==> config.mk <==
export PLATFORM = sky130hd
export DESIGN_NAME = alu_rr_dispatch_flat
export DESIGN_NICKNAME = d
export VERILOG_FILES = /design/src/rtl/alu_rr_dispatch_pkg.sv /design/src/rtl/alu_rr_dispatch_if.sv /design/src/rtl/alu_rr_dispatch_decode.sv /design/src/rtl/alu_rr_dispatch.sv /design/src/flat_wrapper.sv
export SDC_FILE = /design/constraint.sdc
export NUM_CORES = 1
export LEC_CHECK = 0
export CAP_MARGIN = 0
export CORE_AREA = 4 4 100 78
export DETAILED_ROUTE_END_ITERATION = 8
export DIE_AREA = 0 0 104 82
export GPL_TIMING_DRIVEN = 0
export PLACE_DENSITY = 0.75
export SETUP_SLACK_MARGIN = 0.05
export SLEW_MARGIN = 20
export SYNTH_ARGS = -nofsm -noshare
export SYNTH_HDL_FRONTEND = slang
export SYNTH_SLANG_ARGS = --single-unit
export TNS_END_PERCENT = 100
==> constraint.sdc <==
create_clock -name clock -period 1.72 [get_ports clock]
set_clock_uncertainty 0.15 [all_clocks]
set_input_delay 0.172 -clock clock [delete_from_list [all_inputs] [get_ports clock]]
set_output_delay 0.172 -clock clock [all_outputs]
set_load 0.02 [all_outputs]
==> src/rtl/alu_rr_dispatch_pkg.sv <==
// Shared definitions for the R-type ALU dispatcher.
//   state_t      : dispatcher FSM encoding (IDLE, SELECT, WAIT, WRITE)
//   OPCODE_OP    : RV32 OP major opcode (register-register ALU ops)
//   FUNCT7_BASE  : funct7 of the base ops (add, sll, slt, ...)
//   FUNCT7_EXTRA : funct7 of the alternate ops (sub, sra)
//   rr_fields_t  : register/function fields pulled out of an R-type word
package alu_rr_dispatch_pkg;

  typedef enum logic [1:0] {
    IDLE   = 2'd0,
    SELECT = 2'd1,
    WAIT   = 2'd2,
    WRITE  = 2'd3
  } state_t;

  localparam logic [6:0] OPCODE_OP    = 7'b0110011;
  localparam logic [6:0] FUNCT7_BASE  = 7'h00;
  localparam logic [6:0] FUNCT7_EXTRA = 7'h20;

  typedef struct packed {
    logic [6:0] funct7;
    logic [4:0] rs2;
    logic [4:0] rs1;
    logic [2:0] funct3;
    logic [4:0] rd;
  } rr_fields_t;

endpackage

==> src/rtl/alu_rr_dispatch_if.sv <==
// Bus bundle between the instruction source / ALU / register file and the
// dispatcher.
//   slave  : dispatcher side (consumes instructions and ALU results,
//            drives register-file addresses, ALU select strobe, write port,
//            done/timeout pulses)
//   master : environment side (mirror image)
// Build option: ALU_RR_ILLEGAL_TRAP_EN adds the 'illegal' pulse signal.
interface alu_rr_dispatch_if #(
  parameter int XLEN = 32
);

  logic            instr_valid;
  logic [31:0]     instr;
  logic            instr_ready;
  logic [4:0]      rs1_addr;
  logic [4:0]      rs2_addr;
  logic            alu_select_enable;
  logic [6:0]      funct7;
  logic [2:0]      funct3;
  logic            alu_result_valid;
  logic [XLEN-1:0] alu_result;
  logic            rd_we;
  logic [4:0]      rd_addr;
  logic [XLEN-1:0] rd_wdata;
  logic            done;
  logic            timeout;
`ifdef ALU_RR_ILLEGAL_TRAP_EN
  logic            illegal;
`endif

  modport slave (
`ifdef ALU_RR_ILLEGAL_TRAP_EN
    output illegal,
`endif
    input  instr_valid, instr, alu_result_valid, alu_result,
    output instr_ready, rs1_addr, rs2_addr, alu_select_enable, funct7,
           funct3, rd_we, rd_addr, rd_wdata, done, timeout
  );

  modport master (
`ifdef ALU_RR_ILLEGAL_TRAP_EN
    input  illegal,
`endif
    output instr_valid, instr, alu_result_valid, alu_result,
    input  instr_ready, rs1_addr, rs2_addr, alu_select_enable, funct7,
           funct3, rd_we, rd_addr, rd_wdata, done, timeout
  );

endinterface

==> src/rtl/alu_rr_dispatch_decode.sv <==
// rr_instr_decode: purely combinational field extraction and legality check
// for an R-type instruction word.
//   instr   in  32  instruction word
//   fields  out     rd / funct3 / rs1 / rs2 / funct7
//   illegal out 1   wrong opcode, unknown funct7, or a funct7=0x20 op other
//                   than sub/sra (funct3 000/101)
module rr_instr_decode
  import alu_rr_dispatch_pkg::*;
(
  input  logic [31:0] instr,
  output rr_fields_t  fields,
  output logic        illegal
);

  logic [6:0] opcode;
  logic       bad_funct7;
  logic       bad_extra_op;

  assign opcode        = instr[6:0];
  assign fields.rd     = instr[11:7];
  assign fields.funct3 = instr[14:12];
  assign fields.rs1    = instr[19:15];
  assign fields.rs2    = instr[24:20];
  assign fields.funct7 = instr[31:25];

  assign bad_funct7   = (fields.funct7 != FUNCT7_BASE) && (fields.funct7 != FUNCT7_EXTRA);
  assign bad_extra_op = (fields.funct7 == FUNCT7_EXTRA) &&
                        (fields.funct3 != 3'b000) && (fields.funct3 != 3'b101);

  assign illegal = (opcode != OPCODE_OP) || bad_funct7 || bad_extra_op;

endmodule

==> src/rtl/alu_rr_dispatch.sv <==
// alu_rr_dispatch: accepts one R-type instruction at a time, strobes the ALU
// selector, waits (bounded by TIMEOUT cycles) for the ALU result and writes
// it back to the register file.
//   clock  in  sole clock, rising edge
//   reset  in  synchronous, active-high
//   bus    alu_rr_dispatch_if.slave: instr handshake, rs1/rs2 addresses,
//          alu_select_enable + funct7/funct3, ALU result input, rd write
//          port, done / timeout pulses
// Parameters: XLEN datapath width, TIMEOUT max WAIT cycles (1..255).
// Build option: ALU_RR_ILLEGAL_TRAP_EN traps illegal words with a one-cycle
// 'illegal' pulse instead of dispatching them.
module alu_rr_dispatch
  import alu_rr_dispatch_pkg::*;
#(
  parameter int XLEN    = 32,
  parameter int TIMEOUT = 15
) (
  input logic              clock,
  input logic              reset,
  alu_rr_dispatch_if.slave bus
);

  // Last WAIT cycle index; the counter runs 0..TIMEOUT-1.
  localparam logic [7:0] WAIT_LAST = 8'(TIMEOUT - 1);

  state_t          state_q, state_d;
  rr_fields_t      fields_q;
  rr_fields_t      dec_fields;
  logic            dec_illegal;
  logic [7:0]      wait_cnt_q;
  logic [XLEN-1:0] wdata_q;
  logic            accept;
  logic            timeout_hit;
  logic            dispatch_ok;

  rr_instr_decode u_decode (
    .instr   (bus.instr),
    .fields  (dec_fields),
    .illegal (dec_illegal)
  );

`ifdef ALU_RR_ILLEGAL_TRAP_EN
  logic illegal_q;
  assign dispatch_ok = ~dec_illegal;
  assign bus.illegal = illegal_q;
`else
  // Without the trap every accepted word is dispatched.
  logic unused_illegal;
  assign dispatch_ok    = 1'b1;
  assign unused_illegal = dec_illegal;
`endif

  // Next-state logic. The timeout abort is decided in the last WAIT cycle;
  // a result arriving in that same cycle takes priority.
  always_comb begin
    // NOTE: every output of this block gets a default first, so no path can
    // leave one unassigned and infer a latch.
    state_d     = state_q;
    accept      = 1'b0;
    timeout_hit = 1'b0;
    case (state_q)
      IDLE: begin
        if (bus.instr_valid) begin
          accept = 1'b1;
          if (dispatch_ok) state_d = SELECT;
        end
      end
      SELECT: state_d = WAIT;
      WAIT: begin
        if (bus.alu_result_valid) begin
          state_d = WRITE;
        end else if (wait_cnt_q == WAIT_LAST) begin
          timeout_hit = 1'b1;
          state_d     = IDLE;
        end
      end
      WRITE:   state_d = IDLE;
      default: state_d = IDLE;
    endcase
  end

  always_ff @(posedge clock) begin
    if (reset) begin
      // NOTE: synchronous reset clears every register, including the
      // captured fields and write data, so nothing stale survives a reset.
      state_q    <= IDLE;
      fields_q   <= '0;
      wait_cnt_q <= '0;
      wdata_q    <= '0;
`ifdef ALU_RR_ILLEGAL_TRAP_EN
      illegal_q  <= 1'b0;
`endif
    end else begin
      // NOTE: non-blocking assignments so all registers update from the
      // values present before this edge.
      state_q <= state_d;
      if (accept) fields_q <= dec_fields;
      // Count only while staying in WAIT; entering WAIT always starts at 0.
      if ((state_q == WAIT) && (state_d == WAIT)) wait_cnt_q <= wait_cnt_q + 8'd1;
      else                                        wait_cnt_q <= '0;
      if ((state_q == WAIT) && bus.alu_result_valid) wdata_q <= bus.alu_result;
`ifdef ALU_RR_ILLEGAL_TRAP_EN
      illegal_q <= accept && dec_illegal;
`endif
    end
  end

  assign bus.instr_ready       = (state_q == IDLE);
  assign bus.alu_select_enable = (state_q == SELECT);
  assign bus.done              = (state_q == WRITE);
  // x0 is hardwired to zero, so a write to it is suppressed.
  assign bus.rd_we             = (state_q == WRITE) && (fields_q.rd != 5'd0);
  assign bus.timeout           = timeout_hit;
  assign bus.rs1_addr          = fields_q.rs1;
  assign bus.rs2_addr          = fields_q.rs2;
  assign bus.rd_addr           = fields_q.rd;
  assign bus.funct3            = fields_q.funct3;
  assign bus.funct7            = fields_q.funct7;
  assign bus.rd_wdata          = wdata_q;

endmodule
==> src/flat_wrapper.sv <==
// flat-port wrapper written by rule: the top's interface ports become plain ports
module alu_rr_dispatch_flat import alu_rr_dispatch_pkg::*;
#(
  parameter int XLEN    = 32,
  parameter int TIMEOUT = 15
)
  (clock, reset, bus_instr_valid, bus_instr, bus_alu_result_valid, bus_alu_result, bus_instr_ready, bus_rs1_addr, bus_rs2_addr, bus_alu_select_enable, bus_funct7, bus_funct3, bus_rd_we, bus_rd_addr, bus_rd_wdata, bus_done, bus_timeout);
  alu_rr_dispatch_if #(.XLEN(XLEN)) bus_i ();
  input logic clock;
  input logic reset;
  input wire logic [$bits(bus_i.instr_valid)-1:0] bus_instr_valid;
  input wire logic [$bits(bus_i.instr)-1:0] bus_instr;
  input wire logic [$bits(bus_i.alu_result_valid)-1:0] bus_alu_result_valid;
  input wire logic [$bits(bus_i.alu_result)-1:0] bus_alu_result;
  output wire logic [$bits(bus_i.instr_ready)-1:0] bus_instr_ready;
  output wire logic [$bits(bus_i.rs1_addr)-1:0] bus_rs1_addr;
  output wire logic [$bits(bus_i.rs2_addr)-1:0] bus_rs2_addr;
  output wire logic [$bits(bus_i.alu_select_enable)-1:0] bus_alu_select_enable;
  output wire logic [$bits(bus_i.funct7)-1:0] bus_funct7;
  output wire logic [$bits(bus_i.funct3)-1:0] bus_funct3;
  output wire logic [$bits(bus_i.rd_we)-1:0] bus_rd_we;
  output wire logic [$bits(bus_i.rd_addr)-1:0] bus_rd_addr;
  output wire logic [$bits(bus_i.rd_wdata)-1:0] bus_rd_wdata;
  output wire logic [$bits(bus_i.done)-1:0] bus_done;
  output wire logic [$bits(bus_i.timeout)-1:0] bus_timeout;
  assign bus_i.instr_valid = bus_instr_valid;
  assign bus_i.instr = bus_instr;
  assign bus_i.alu_result_valid = bus_alu_result_valid;
  assign bus_i.alu_result = bus_alu_result;
  assign bus_instr_ready = bus_i.instr_ready;
  assign bus_rs1_addr = bus_i.rs1_addr;
  assign bus_rs2_addr = bus_i.rs2_addr;
  assign bus_alu_select_enable = bus_i.alu_select_enable;
  assign bus_funct7 = bus_i.funct7;
  assign bus_funct3 = bus_i.funct3;
  assign bus_rd_we = bus_i.rd_we;
  assign bus_rd_addr = bus_i.rd_addr;
  assign bus_rd_wdata = bus_i.rd_wdata;
  assign bus_done = bus_i.done;
  assign bus_timeout = bus_i.timeout;
  alu_rr_dispatch #(.XLEN(XLEN), .TIMEOUT(TIMEOUT)) u_core (.clock(clock), .reset(reset), .bus(bus_i));
endmodule
==> results.toml, run 1 <==
[synthesis]
syn_area_sq_um = 2461
netlist_top_cells_count = "dfxtp_1 (67), nand2_1 (65), a21oi_1 (36), nor2_1 (34), mux2i_1 (25)"
synthDistinctLibCells = 27
synth_cells = 276
synth_fp_nets = 346
yosysMostFrequentCell = "dfxtp_1"
ys.warnings.count = 0
postSynthAreaPerCell_sq_um = 8.917
ys.flop_type = "dfxtp_1"
async_flop_share = 0
synth_top_area_frac = 0.5450
synthTopCellsByArea = "dfxtp_1 (54%), mux2i_1 (10%), nand2_1 (9.9%), a21oi_1 (7.3%), nor2_1 (5.2%)"
synth_edf_count = 0
synth_top_cell_by_area = "dfxtp_1"
yosysSeqAreaShare = 0.5450
ys_ff_latch = 67

[clocking]
ctsRootBufferMaster = "clkbuf_8"
cts_max_level = 3
clockBufferDepth = 2
path_clk_slew_ns = 0.07
cts_buffers = 9
clk_latency_ns = 0.33
cts_tree = "yes"
cts_sinks = 67
hold_buffers = 0

[timing]
holdWs_ns = 0.2300
tightest_slew_ns = 0.5063
fin_ws_ns = -0.3080
hold_viol = 0
post-route-min-period_ns = 2.028
max_freq_mhz = 493.1
drv_slew = 0
min_period_over_period = 1.179
setup_viol = 10
relSlewSlack = 0.6625
rsz0062_at_grt = "true"

[global_route]
grt_pass1_vias = 2295
grt-ovfl-total = 0
met3_usage = 0.05734
use_met2 = 0.2782
grt_antenna_before_repair = 0
grt_max_degree = 13
use_met1 = 0.1939
busiest_layer = "met2"
grt_usage = 0.1624
grt_pass1_wl_mm = 11.09

[setup_path]
path_buf_inv = 2
worstPathRequired_ns = 1.40
max_stage_delay_ns = 0.49
worst-r2r-setup-slack_ns = -0.09
r2r.worst_path.cells = 6
path_class = "reg -> out"
cp_slowest_cell = "or4b_4"
crit_family = "simple AND/OR/NAND/NOR gates"
critPathLaunchType = "register"
arrival_ns = 1.71
endpoint_kind = "primary output"
timing.rr.start = "u_core.wait_cnt_q[0]"
crit_fanout = 3
r2r_end = "u_core.wait_cnt_q[1]"
path_cells = "inv_2 -> ha_4 -> or4b_4 -> nor3b_4 -> buf_6"

[power_and_ir_drop]
p_total_mw = 3.531
power_leakage_nw = 1.579
p_per_area_nw_per_um2 = 871.2
irDropWorstVdd_mv = 0.5649

[run_status]
violations = "setup timing"
status = "finished with violations"

[routing]
drt_iter0_drc = 80
dr.pass1.iters = 4
vias = 2310
route.antenna.remaining_nets = 0
wire_per_inst_um = 13.47
drc = 0
viasPerCell = 4.611
wl_mm = 6.750

[cells_and_area]
fin_nets = 482
syn2layout_area_growth_pct = 64.67
drive_above_1_share = 0.09832
antenna_cells = 0

[placed_design]
io_buffers = 121
dp_hpwl_mm = 5.075
gp_congestion = 0.8394

[run]
maxCapViolations = 0

[hold_path]
hold-path-cell-count = 3
worst_hold_path_type = "in -> reg"
min_from = "bus_alu_result[22]"
holdPathEnd = "u_core.bus.rd_wdata[22]"

[die]
rows = 26
start_util = 0.3637
dieArea_sq_um = 8528
core_sq_um = 6766
die_y_um = 82
die-width_um = 104
io_pins = 130
[worst min-delay path, delay by kind of cell]
kind	cells	cell delay [ns]
buffers and inverters	1	0.39
AND/OR/NAND/NOR	1	0.06
AO/OA/AOI/OAI	1	0.05
[worst max path at each step]
stage,from,to,depth (start not counted)
after floorplan,u_core.wait_cnt_q[0],bus_timeout,4
after global placement,u_core.wait_cnt_q[1],bus_timeout,4
after detailed placement,u_core.wait_cnt_q[1],bus_timeout,4
after CTS,u_core.wait_cnt_q[0],bus_timeout,5
after global routing,u_core.wait_cnt_q[0],bus_timeout,5
final,u_core.wait_cnt_q[0],bus_timeout,5
[per-stage QoR]
| stage | setup slack (ns) | area [sq um] | TNS (ns) | instances | util |
|---|---|---|---|---|---|
| 6_report | -0.3080 | 4053 | -1.044 | 501 | 0.5989 |
| 4_1_cts | -0.3498 | 4005 | -0.4920 | 499 | 0.5919 |
| 3_5_place_dp | -0.5522 | 3789 | -5.578 | 481 | 0.5599 |
| 5_1_grt | -0.3693 | 4053 | -1.756 | 501 | 0.5989 |
| 3_3_place_gp | -0.5350 | 3789 | -4.428 | 481 | 0.5599 |
| 2_1_floorplan | 0.08394 | 2472 | 0 | 276 | - |
[repair_timing]
action | in CTS | in global routing
pin swaps | 3 | 4
resized for setup | 21 | 12
endpoints found under the setup margin | 15 | 49
buffers inserted | 2 | 2
[power breakdown]
part / internal, mW / switching, mW
Clock: 0.669 / 0.593
Sequential: 1.62 / 0.0409
Combinational: 0.333 / 0.273
[state kept, by name (all words and copies together) (netlist names)]
name and flops:
u_core.bus.funct7 7, u_core.bus.rs1_addr 5, u_core.wait_cnt_q 8, u_core.bus.rs2_addr 5, u_core.state_q 2, u_core.bus.rd_addr 5, u_core.bus.funct3 3, u_core.bus.rd_wdata 32
[layer usage]
| layer | wire length [um] | vias to the layer above |
|---|---|---|
| met1 | 2968 | 1052 |
| met5 | 0 | - |
| met3 | 430 | 4 |
| met2 | 3315 | 70 |
| met4 | 36 | 0 |
| li1 | - | 1184 |
[final cells by class]
| class | count | area (sq um) |
|---|---|---|
| fill | 606 | 2714 |
| sequential | 67 | 1350 |
| timing repair buffer | 125 | 1241 |
| multi-input combinational | 189 | 1069 |
| clock buffer | 10 | 127.6 |
| tap | 84 | 105.1 |
| buffer | 17 | 82.58 |
| clock inverter | 6 | 66.31 |
| inverter | 3 | 11.26 |
[layout by cell type (no fill, tap or decap), types with 2 or more instances in the layout]
master / n
or3_1: 3
inv_1: 2
buf_4: 6
nor2_1: 34
dlymetal6s2s_1: 4
clkbuf_8: 9
clkdlybuf4s50_1: 110
dlygate4sd2_1: 5
buf_6: 2
clkinvlp_4: 3
dfxtp_1: 62
o21ai_0: 4
clkbuf_1: 12
nand2_1: 65
xor2_1: 2
a21oi_1: 33
nand3_1: 4
mux2i_1: 25
dfxtp_2: 4
buf_2: 4
a21oi_2: 3
[cell families (layout without fill, tap and decap cells)]
kind of cell	count (synthesis)	after routing	share of synthesized area
fa+ha+maj	2	2	0.01017
compound gates	42	42	0.09304
flops	67	67	0.5450
mux	25	25	0.1017
xor+xnor	3	3	0.01068
simple gates	117	117	0.2029
buf+inv	20	161	0.03660
Note: power is estimated with default switching activity, not from simulation.
==> run 2, diff against run 1 <==
--- a/config.mk
+++ b/config.mk
@@ -12,7 +12,6 @@
 export GPL_TIMING_DRIVEN = 0
 export PLACE_DENSITY = 0.75
 export SETUP_SLACK_MARGIN = 0.05
-export SLEW_MARGIN = 20
 export SYNTH_ARGS = -nofsm -noshare
 export SYNTH_HDL_FRONTEND = slang
 export SYNTH_SLANG_ARGS = --single-unit
==> results of run 2 <==
No change in the layout: final DEF, timing and power equal those of run 1.
